**src/rtl/mu_state_sequencer.sv**
```systemverilog
// -----------------------------------------------------------------------------
// mu_state_sequencer
//
// Moves the six per-layer mu_dt gains (theta, L6, L5b, L5a, L4, L2/3) between
// the global oscillator states (NORMAL, ANESTHESIA, PSYCHEDELIC, FLOW,
// MEDITATION). Gains slew one LSB per ramp step toward the new targets, which
// keeps the oscillator banks free of step discontinuities. Every settled
// transition is followed by a minimum dwell before a new request is taken.
//
// Ports
//   clk, rst            system clock, asynchronous active-high reset
//   clk_en              update-rate enable; qualifies all timers and steps
//   req_valid/req_ready state-change handshake (ready only while idle)
//   req_state           requested state code, 0..4 valid, 5..7 map to NORMAL
//   busy                FSM is ramping or dwelling
//   cur_state           last fully settled state
//   settled             one-clk pulse after a transition completes
//   err_invalid         one-clk pulse after an out-of-range code is accepted
//   mu_dt_*             registered signed gains, one per oscillator layer
// -----------------------------------------------------------------------------
module mu_state_sequencer #(
  parameter int WIDTH     = 18,
  parameter int RAMP_DIV  = 16,
  parameter int MIN_DWELL = 64
) (
  input  logic                    clk,
  input  logic                    rst,
  input  logic                    clk_en,
  input  logic                    req_valid,
  input  logic [2:0]              req_state,
  output logic                    req_ready,
  output logic                    busy,
  output logic [2:0]              cur_state,
  output logic                    settled,
  output logic                    err_invalid,
  output logic signed [WIDTH-1:0] mu_dt_theta,
  output logic signed [WIDTH-1:0] mu_dt_l6,
  output logic signed [WIDTH-1:0] mu_dt_l5b,
  output logic signed [WIDTH-1:0] mu_dt_l5a,
  output logic signed [WIDTH-1:0] mu_dt_l4,
  output logic signed [WIDTH-1:0] mu_dt_l23
);

  localparam int NLAYER  = 6;
  localparam int DIV_W   = (RAMP_DIV > 1) ? $clog2(RAMP_DIV) : 1;
  localparam int DWELL_W = (MIN_DWELL > 1) ? $clog2(MIN_DWELL) : 1;

  localparam logic [DIV_W-1:0]   DIV_LAST   = DIV_W'(RAMP_DIV - 1);
  localparam logic [DWELL_W-1:0] DWELL_LAST = DWELL_W'((MIN_DWELL > 0) ? (MIN_DWELL - 1) : 0);

  localparam logic signed [WIDTH-1:0] GAIN_ONE  = {{(WIDTH-1){1'b0}}, 1'b1};
  localparam logic signed [WIDTH-1:0] GAIN_FULL = {{(WIDTH-3){1'b0}}, 3'd4};

  typedef enum logic [1:0] {
    ST_IDLE  = 2'd0,
    ST_RAMP  = 2'd1,
    ST_DWELL = 2'd2
  } state_t;

  // Target level table, packed {l23, l4, l5a, l5b, l6, theta}, 3 bits each,
  // so layer i occupies bits [3*i +: 3]. Unknown codes fall back to NORMAL.
  function automatic logic [17:0] level_table(input logic [2:0] code);
    logic [17:0] v;
    case (code)
      3'd0:    v = {3'd4, 3'd4, 3'd4, 3'd4, 3'd4, 3'd4}; // NORMAL
      3'd1:    v = {3'd1, 3'd1, 3'd2, 3'd2, 3'd6, 3'd2}; // ANESTHESIA
      3'd2:    v = {3'd6, 3'd6, 3'd4, 3'd4, 3'd2, 3'd4}; // PSYCHEDELIC
      3'd3:    v = {3'd4, 3'd4, 3'd6, 3'd6, 3'd2, 3'd4}; // FLOW
      3'd4:    v = {3'd2, 3'd2, 3'd2, 3'd2, 3'd4, 3'd4}; // MEDITATION
      default: v = {3'd4, 3'd4, 3'd4, 3'd4, 3'd4, 3'd4};
    endcase
    return v;
  endfunction

  // Zero-extend a 3-bit level into a signed gain word.
  function automatic logic signed [WIDTH-1:0] level_to_gain(input logic [2:0] lvl);
    return $signed({{(WIDTH-3){1'b0}}, lvl});
  endfunction

  // Out-of-range codes are served as NORMAL.
  function automatic logic [2:0] resolve_code(input logic [2:0] code);
    return (code > 3'd4) ? 3'd0 : code;
  endfunction

  state_t             state_r;
  state_t             state_next_s;
  logic [2:0]         tgt_r;
  logic [DIV_W-1:0]   div_cnt_r;
  logic [DWELL_W-1:0] dwell_cnt_r;

  logic signed [WIDTH-1:0] gain_r      [NLAYER];
  logic signed [WIDTH-1:0] tgt_gain_s  [NLAYER];
  logic signed [WIDTH-1:0] req_gain_s  [NLAYER];
  logic signed [WIDTH-1:0] next_gain_s [NLAYER];

  logic [2:0]  req_code_s;
  logic [17:0] tgt_lvl_s;
  logic [17:0] req_lvl_s;
  logic        accept_s;
  logic        req_match_s;
  logic        step_edge_s;
  logic        step_done_s;
  logic        dwell_done_s;

  // Decode the latched and the requested targets into gain words.
  always_comb begin
    req_code_s = resolve_code(req_state);
    tgt_lvl_s  = level_table(tgt_r);
    req_lvl_s  = level_table(req_code_s);
    for (int i = 0; i < NLAYER; i++) begin
      tgt_gain_s[i] = level_to_gain(tgt_lvl_s[3*i +: 3]);
      req_gain_s[i] = level_to_gain(req_lvl_s[3*i +: 3]);
    end
  end

  // Handshake, one-LSB step toward target, and completion detection.
  always_comb begin
    accept_s    = req_valid && (state_r == ST_IDLE);
    step_edge_s = (state_r == ST_RAMP) && clk_en && (div_cnt_r == DIV_LAST);
    req_match_s = 1'b1;
    step_done_s = 1'b1;
    for (int i = 0; i < NLAYER; i++) begin
      req_match_s = req_match_s && (req_gain_s[i] == gain_r[i]);
      if (gain_r[i] < tgt_gain_s[i]) begin
        next_gain_s[i] = gain_r[i] + GAIN_ONE;
      end else if (gain_r[i] > tgt_gain_s[i]) begin
        next_gain_s[i] = gain_r[i] - GAIN_ONE;
      end else begin
        next_gain_s[i] = gain_r[i];
      end
      step_done_s = step_done_s && (next_gain_s[i] == tgt_gain_s[i]);
    end
    // A zero dwell leaves DWELL on the very next clock, enable or not.
    if (MIN_DWELL == 0) begin
      dwell_done_s = (state_r == ST_DWELL);
    end else begin
      dwell_done_s = (state_r == ST_DWELL) && clk_en && (dwell_cnt_r == DWELL_LAST);
    end
  end

  // FSM state register.
  always_ff @(posedge clk or posedge rst) begin
    if (rst) begin
      state_r <= ST_IDLE;
    end else begin
      state_r <= state_next_s;
    end
  end

  // FSM next-state logic.
  always_comb begin
    state_next_s = state_r;
    case (state_r)
      ST_IDLE: begin
        // A request whose targets already match the gains settles in place.
        if (accept_s && !req_match_s) begin
          state_next_s = ST_RAMP;
        end else begin
          state_next_s = ST_IDLE;
        end
      end
      ST_RAMP: begin
        if (step_edge_s && step_done_s) begin
          state_next_s = ST_DWELL;
        end else begin
          state_next_s = ST_RAMP;
        end
      end
      ST_DWELL: begin
        if (dwell_done_s) begin
          state_next_s = ST_IDLE;
        end else begin
          state_next_s = ST_DWELL;
        end
      end
      default: state_next_s = ST_IDLE;
    endcase
  end

  // FSM outputs decoded from the state register.
  always_comb begin
    req_ready = 1'b0;
    busy      = 1'b1;
    case (state_r)
      ST_IDLE: begin
        req_ready = 1'b1;
        busy      = 1'b0;
      end
      ST_RAMP, ST_DWELL: begin
        req_ready = 1'b0;
        busy      = 1'b1;
      end
      default: begin
        req_ready = 1'b0;
        busy      = 1'b1;
      end
    endcase
  end

  // Datapath: target latch, divider/dwell counters, gains, status pulses.
  always_ff @(posedge clk or posedge rst) begin
    if (rst) begin
      tgt_r       <= 3'd0;
      div_cnt_r   <= '0;
      dwell_cnt_r <= '0;
      cur_state   <= 3'd0;
      settled     <= 1'b0;
      err_invalid <= 1'b0;
      for (int i = 0; i < NLAYER; i++) begin
        gain_r[i] <= GAIN_FULL;
      end
    end else begin
      settled     <= 1'b0;
      err_invalid <= 1'b0;
      case (state_r)
        ST_IDLE: begin
          if (accept_s) begin
            tgt_r       <= req_code_s;
            div_cnt_r   <= '0;
            err_invalid <= (req_state > 3'd4);
            if (req_match_s) begin
              cur_state <= req_code_s;
              settled   <= 1'b1;
            end else begin
              cur_state <= cur_state;
            end
          end else begin
            tgt_r <= tgt_r;
          end
        end
        ST_RAMP: begin
          if (step_edge_s) begin
            div_cnt_r <= '0;
            for (int i = 0; i < NLAYER; i++) begin
              gain_r[i] <= next_gain_s[i];
            end
            if (step_done_s) begin
              cur_state   <= tgt_r;
              settled     <= 1'b1;
              dwell_cnt_r <= '0;
            end else begin
              cur_state <= cur_state;
            end
          end else if (clk_en) begin
            div_cnt_r <= div_cnt_r + {{(DIV_W-1){1'b0}}, 1'b1};
          end else begin
            div_cnt_r <= div_cnt_r;
          end
        end
        ST_DWELL: begin
          if (clk_en) begin
            dwell_cnt_r <= dwell_cnt_r + {{(DWELL_W-1){1'b0}}, 1'b1};
          end else begin
            dwell_cnt_r <= dwell_cnt_r;
          end
        end
        default: begin
          div_cnt_r   <= '0;
          dwell_cnt_r <= '0;
        end
      endcase
    end
  end

  assign mu_dt_theta = gain_r[0];
  assign mu_dt_l6    = gain_r[1];
  assign mu_dt_l5b   = gain_r[2];
  assign mu_dt_l5a   = gain_r[3];
  assign mu_dt_l4    = gain_r[4];
  assign mu_dt_l23   = gain_r[5];

endmodule

```
**config.mk**
```make
export PLATFORM = sky130hd
export DESIGN_NAME = mu_state_sequencer
export DESIGN_NICKNAME = d
export VERILOG_FILES = /design/src/rtl/mu_state_sequencer.sv
export SDC_FILE = /design/constraint.sdc
export NUM_CORES = 1
export LEC_CHECK = 0
export BUFFER_PORTS_ARGS = -buffer_cell sky130_fd_sc_hd__buf_2
export CELL_PAD_IN_SITES_DETAIL_PLACEMENT = 0
export CELL_PAD_IN_SITES_GLOBAL_PLACEMENT = 1
export CORE_ASPECT_RATIO = 1.75
export CORE_MARGIN = 8
export CORE_UTILIZATION = 39
export CTS_BUF_LIST = sky130_fd_sc_hd__clkbuf_4
export CTS_CLUSTER_DIAMETER = 200
export DETAILED_ROUTE_END_ITERATION = 10
export PLACE_DENSITY_LB_ADDON = 0.1
export SLEW_MARGIN = 20
export SYNTH_ARGS = -nofsm -noshare
export SYNTH_HDL_FRONTEND = slang
export SYNTH_SLANG_ARGS = --single-unit
```
**constraint.sdc**
```tcl
create_clock -name clk -period 9.15 [get_ports clk]
set_input_delay 1.3725 -clock clk [delete_from_list [all_inputs] [get_ports clk]]
set_output_delay 1.3725 -clock clk [all_outputs]
set_load 0.005 [all_outputs]
```
# Word-level counts from Yosys, hierarchy flattened
# Cells that the tools add are included.
# Widths: inputs -> output; s select.
# op_classes
n_mux	41
eq_ne	30
addsub	14
n_bitwise	2
order_cmp	13
reduce_logical	25
# op_table
operator	n
$mux 18	12
$pmux 18 s4	2
$add 18x2->18 const B	6
$eq 18x4->1	6
$eq 4x18->1	6
$gt 18x4->1	6
$lt 18x4->1	6
$sub 18x2->18 const B	6
$mux 6	3
$pmux 6 s3	1
$logic_and 1x1->1	17
$mux 3	5
$eq 3x2->1 const B	4
$mux 4	3
$pmux 4 s3	1
$ne 2x2->1 const B	5
$mux 1	9
$add 6x1->6 const B	1
$eq 3x1->1 const B	2
$eq 3x3->1 const B	2
$eq 6x6->1 const B	1
$pmux 2 s3	1
$pmux 3 s2	1
$reduce_and 5->1	1
other kinds (15)	18
# word_totals
wordCells	138
regBits	128
output_inout_bits	115

# Longest topological paths before layout
# logic_depth
word_depth	14
depth_mapped	18
mapped_depth_nobuf	15

# Worst setup path after synthesis
# Ideal clock, no wire load.
# synth_path
kind	flip-flop to flip-flop
from	register tgt_r[2]
to	register cur_state[0]
setup_ns	0.087
t_required_ns	9.063
synth_period_minus_slack_ns	4.107
path_slack_ns	5.043
path_stages_with_launch	17
t_arrival_ns	4.020
path_cell_list	dfrtp_1 > clkbuf_1 > nor2b_1 > a21oi_1 > inv_1 > ha_1 > nor4bb_1 > a32oi_1 > a32o_1 > or3_1 > a21oi_1 > mux2i_1 > or4_1 > nor4_1 > nand4_1 > a21bo_1 > a22oi_1
# synth_via
elab_chain_len	13
elab_cells_between_ends	42
classes_between	order compare (12); eq/ne (11); mux (13); reduce/logical (6)
# synth_rtl
item	line_no	source
start: declaration	87	logic [2:0] tgt_r;
start signal: assignment	218	tgt_r <= req_code_s;
start signal: assignment	228	tgt_r <= tgt_r;
$eq 3x3->1 (tied with other cells)	64	case (code)
$pmux 18 s4 *	64	
$gt 18x4->1	126	end else if (gain_r[i] > tgt_gain_s[i]) begin
$mux 18	126	
$mux 18	124	if (gain_r[i] < tgt_gain_s[i]) begin
$eq 18x4->1	131	step_done_s = step_done_s && (next_gain_s[i] == tgt_gain_s[i]);
$logic_and 1x1->1 (4 in a row)	131	
$logic_and 1x1->1 *	131	
$ne 2x2->1 (no line) *	--	
$reduce_and 5->1 (no line) *	--	
end signal: assignment	222	cur_state <= req_code_s;
end signal: assignment	225	cur_state <= cur_state;
end signal: assignment	238	cur_state <= tgt_r;
end: declaration	33	output logic [2:0] cur_state,
# Every way passes the cells marked *; elsewhere a longest branch is shown, timed or not.
# A chain may end at the register's enable or synchronous reset.

# Worst setup path in the final report
# layout_path
from	register tgt_r[2]
to	register dwell_cnt_r[2]
# layout_via
elab_chain_len	13
elab_cells_between_ends	42
classes_between	order compare (12); eq/ne (11); mux (13); reduce/logical (6)
# layout_rtl
item	line_no	source
$eq 3x3->1 (tied with other cells)	64	
$pmux 18 s4 *	64	
$gt 18x4->1	126	
$mux 18	126	
$mux 18	124	
$eq 18x4->1	131	
$logic_and 1x1->1 (4 in a row)	131	
$logic_and 1x1->1 *	131	
$ne 2x2->1 (no line) *	--	
$reduce_and 4->1 (no line) *	--	
end signal: assignment	252	dwell_cnt_r <= dwell_cnt_r + {{(DWELL_W-1){1'b0}}, 1'b1};
end signal: assignment	254	dwell_cnt_r <= dwell_cnt_r;
end: declaration	89	logic [DWELL_W-1:0] dwell_cnt_r;
# Marked as above.

==> results summary <==
The half-perimeter wire length after detailed placement is 35300 µm. The critical-path maximum fanout came out at 16. The post-layout minimum cycle time came out at 5457 ps.

The floorplan step set the die height to 240.3 µm. For this block, the routed nets add up to 45130 µm of wire. In this run, distinct cell masters in the synthesized netlist total 81. The worst register-to-register path has a setup slack of 3690 ps. TritonCTS built the clock tree. The H-tree level count is 4. The area growth from synthesis to layout came out at 8.817%.

The most used flip-flop cell after synthesis is sky130_fd_sc_hd__dfrtp_1. The cell area after synthesis came out at 11210 µm². After clock tree synthesis, the setup repair step added 0 buffers. In this design, the stage delay of the slowest critical-path cell is 700 ps. Data on the critical path arrives at its endpoint at 5960 ps. The element type at the critical path end is a register. The via count of the first global-routing pass is 11260.

Global routing finished with a remaining overflow of 0. The number of flops mapped to enable cells by yosys came out at 0. The total count of hold-check failures in the final report came out at 0.

The maximum buffer depth of the clock tree came out at 2. At the end of the flow the core is filled with cells to 0.4277. The overall power of the completed layout is 3.348 mW. The final number of max-transition violations came out at 0. The maximum achievable frequency is 183.2 MHz. The number of antenna violations at the first check in global routing came out at 1.

The required time of the critical path is 9650 ps. The analysis attributes to cell leakage a power of 5.404 nW. STA classifies the critical path startpoint as a register. The total I/O pin count came out at 122. After detailed routing, the average wire length per cell comes to 24.16 µm. The CTS clock-pin slew for the worst setup and hold paths is 130 ps.

The number of buffers inserted for hold repair after clock tree synthesis came out at 0. The worst-case vdd ir drop is 151.3 µV. The area occupied by multi-input gates is 7395 µm². The critical path goes through xnor2_1 -> nor2_1 -> inv_1 -> ha_1 -> nor2b_1 -> o2111a_1 -> o41a_1 -> mux2i_1 -> xnor2_1 -> nor4_1 -> nand4_1 -> nor4_1 -> nand4_1 -> nor2_2 -> o21ai_0. The share of the cycle needed by the critical path after routing is 0.5964. The power density normalized to cell area came out at 274.5 nW/µm². Setup violations remaining at the end of the flow were counted as 0.

The post-synthesis register bit count is 128. Of the synthesized area, sequential elements account for 0.2864. In the post-synthesis netlist, the biggest area contributors are sky130_fd_sc_hd__dfrtp_1, sky130_fd_sc_hd__xnor2_1, sky130_fd_sc_hd__xor2_1. The number of sinks on the clock net is 128. The number of cells upsized or downsized after cts came out at 0. The flow ran to the end, and the final reports show no timing, DRC or antenna violations.

In this run the remaining antenna-violating nets after routing total 0. The area of the placeable core is 28520 µm². The Yosys warning count came out at 0. The number of port buffers came out at 121. In this design, the largest share of critical-path delay is due to simple AND/OR/NAND/NOR gates.

The width of the die is 144.2 µm. Of the cells placed in the final design, the portion with a size suffix greater than 1 is 0.1377. The initial utilization of the core area, before any placement, comes to 0.3931. Summing all flip-flop and latch instances after layout gives 3211 µm². The worst-margin pin slew is 965.3 ps. Setup repair after global routing left no endpoint under its margin. The cell count after synthesis came out at 1437.

The commonest cells after synthesis are sky130_fd_sc_hd__nor2_1, sky130_fd_sc_hd__nand2_1, sky130_fd_sc_hd__dfrtp_1. The post-route DRC violation count came out at 0. The number of placement rows is 82. The number of nets in the layout came out at 1511. The clock tree skew after final layout came out at 29.86 ps. Counting flops with an async set or reset pin after synthesis yields a share of 1.000. The via count of the routed design came out at 11370. The first-iteration detailed-routing DRC count is 779. The mean cell area of the mapped netlist is 7.801 µm².

The weighted congestion reported at the end of routability-driven placement is 0.9361. The largest individual stage delay along the critical path comes from the cell sky130_fd_sc_hd__nor4_1. The area fraction of the dominant cell type after synthesis is 0.2723.

The pin count of the biggest net entering global routing is 76. The critical path in this run is classified as register to register. The final total negative setup slack came out at 0 ps. Counting the fill cells in the layout gives 3128. The first-pass iteration count of the detailed router is 5. The synthesized net count is 1472. The first-pass GRT wire length is 68730 µm. The later pin in the worst-skew pair is clocked with a latency of 640 ps. For this run, the total global-route usage over all layers was measured as 0.2634. The most frequent cell after synthesis is sky130_fd_sc_hd__nor2_1. The number of buffer and inverter stages on the critical path is 1. The tool flagged a number of max-cap violations equal to 0. Using the TritonRoute via totals, the vias-per-cell ratio works out to 6.088.

The floorplan step defined a die boundary enclosing 34640 µm². The synthesized design spends more area on one cell type than any other, namely sky130_fd_sc_hd__dfrtp_1. The tightest slew margin relative to the limit is 0.3505. The class of the tightest hold or removal check is register to register. CTS placed an instance of sky130_fd_sc_hd__clkbuf_4 at the clock tree root.

The number of clock buffers added by TritonCTS is 17.
==> report_power, final <==
part	total (mW)	switching (mW)	internal (mW)
Combinational	1.94	1.21	0.724
Clock	0.404	0.241	0.163
Sequential	1.01	0.332	0.675
Total	3.35	1.79	1.56
==> kinds of logic (layout without fill, tap and decap cells) <==
kind of cell	after synthesis	in the layout	synth area share
AOI/OAI and AO/OA	287	287	0.1760
xor gates and xnor gates	170	170	0.1328
adders and majority gates	28	28	0.03125
buffers and inverters	156	208	0.05458
DFF	128	128	0.2864
muxes	27	27	0.02466
other	0	1	0
and+or+nand+nor	641	641	0.2943
==> flip-flops by register name, indices dropped and copies added (netlist names) <==
name         flops
cur_state        3
div_cnt_r        4
dwell_cnt_r      6
err_invalid      1
mu_dt_l23       18
mu_dt_l4        18
mu_dt_l5a       18
mu_dt_l5b       18
mu_dt_l6        18
mu_dt_theta     18
settled          1
state_r          2
tgt_r            3
==> worst paths after layout <==
kind | from | endpoint | cells after the start
max | tgt_r[2] | dwell_cnt_r[2] | 15
min | div_cnt_r[3] | div_cnt_r[3] | 1
min in group asynchronous | rst | mu_dt_l6[14] | 2
min reg2reg | div_cnt_r[3] | div_cnt_r[3] | 1
max reg2reg | tgt_r[2] | dwell_cnt_r[2] | 15
max in group asynchronous | rst | mu_dt_l4[16] | 3
==> layout by cell type, fill, tap and decap left out, types with 6 or more instances in the layout <==
master	Yosys	layout
sky130_fd_sc_hd__a22oi_1	8	8
sky130_fd_sc_hd__o22ai_1	6	6
sky130_fd_sc_hd__a32oi_1	12	12
sky130_fd_sc_hd__or3_1	23	23
sky130_fd_sc_hd__nand3_1	63	62
sky130_fd_sc_hd__o21ai_0	74	74
sky130_fd_sc_hd__a21oi_1	44	44
sky130_fd_sc_hd__buf_4	0	8
sky130_fd_sc_hd__inv_1	46	45
sky130_fd_sc_hd__a211oi_1	12	12
sky130_fd_sc_hd__buf_2	8	121
sky130_fd_sc_hd__mux2i_1	22	22
sky130_fd_sc_hd__nand2_1	137	137
sky130_fd_sc_hd__nand2b_1	18	18
sky130_fd_sc_hd__o211ai_1	6	6
sky130_fd_sc_hd__clkbuf_4	0	19
sky130_fd_sc_hd__or4_1	12	12
sky130_fd_sc_hd__a2111oi_0	12	12
sky130_fd_sc_hd__and4_1	14	14
sky130_fd_sc_hd__and2_1	11	11
sky130_fd_sc_hd__o31ai_1	12	12
sky130_fd_sc_hd__ha_1	28	28
sky130_fd_sc_hd__dfstp_2	6	6
sky130_fd_sc_hd__or2_2	14	14
sky130_fd_sc_hd__xor2_1	79	79
sky130_fd_sc_hd__xnor2_1	91	91
sky130_fd_sc_hd__nand4_1	54	54
sky130_fd_sc_hd__a31oi_1	25	25
sky130_fd_sc_hd__and3_1	28	27
sky130_fd_sc_hd__nor2_1	139	139
sky130_fd_sc_hd__nor4_1	34	34
sky130_fd_sc_hd__dfrtp_1	122	122
sky130_fd_sc_hd__a21o_1	6	6
sky130_fd_sc_hd__nor3_1	55	55
sky130_fd_sc_hd__nor2b_1	13	13
==> metrics by stage <==
stage	area (µm²)	setup slack (ps)	hold WS (ps)	cells
after floorplan	11210	4375	448.6	1437
after global placement	11930	3926	472.4	1835
after detailed placement	11930	3891	483.0	1835
after CTS	12190	3839	498.3	1867
after global routing	12200	3352	529.5	1868
final	12200	3693	497.3	1868
==> area by class of cell <==
| class | instances | area share |
|---|---|---|
| well taps | 378 | 0.03877 |
| diodes | 1 | 0.0002051 |
| multi-input cells | 1153 | 0.6062 |
| inverters | 46 | 0.01456 |
| clock inverters | 13 | 0.009949 |
| clock buffers | 19 | 0.01169 |
| repair buffers | 130 | 0.05549 |
| flip-flops and latches | 128 | 0.2632 |
==> per-layer routing <==
metal,vias up,GRT usage,share of wire
met1,5609,0.2734,0.37
met5,-,0,0
met3,107,0.04692,0.043
li1,5298,-,-
met2,358,0.4845,0.54
met4,0,0.1492,0.055
Power figures use the tool's default switching activity.
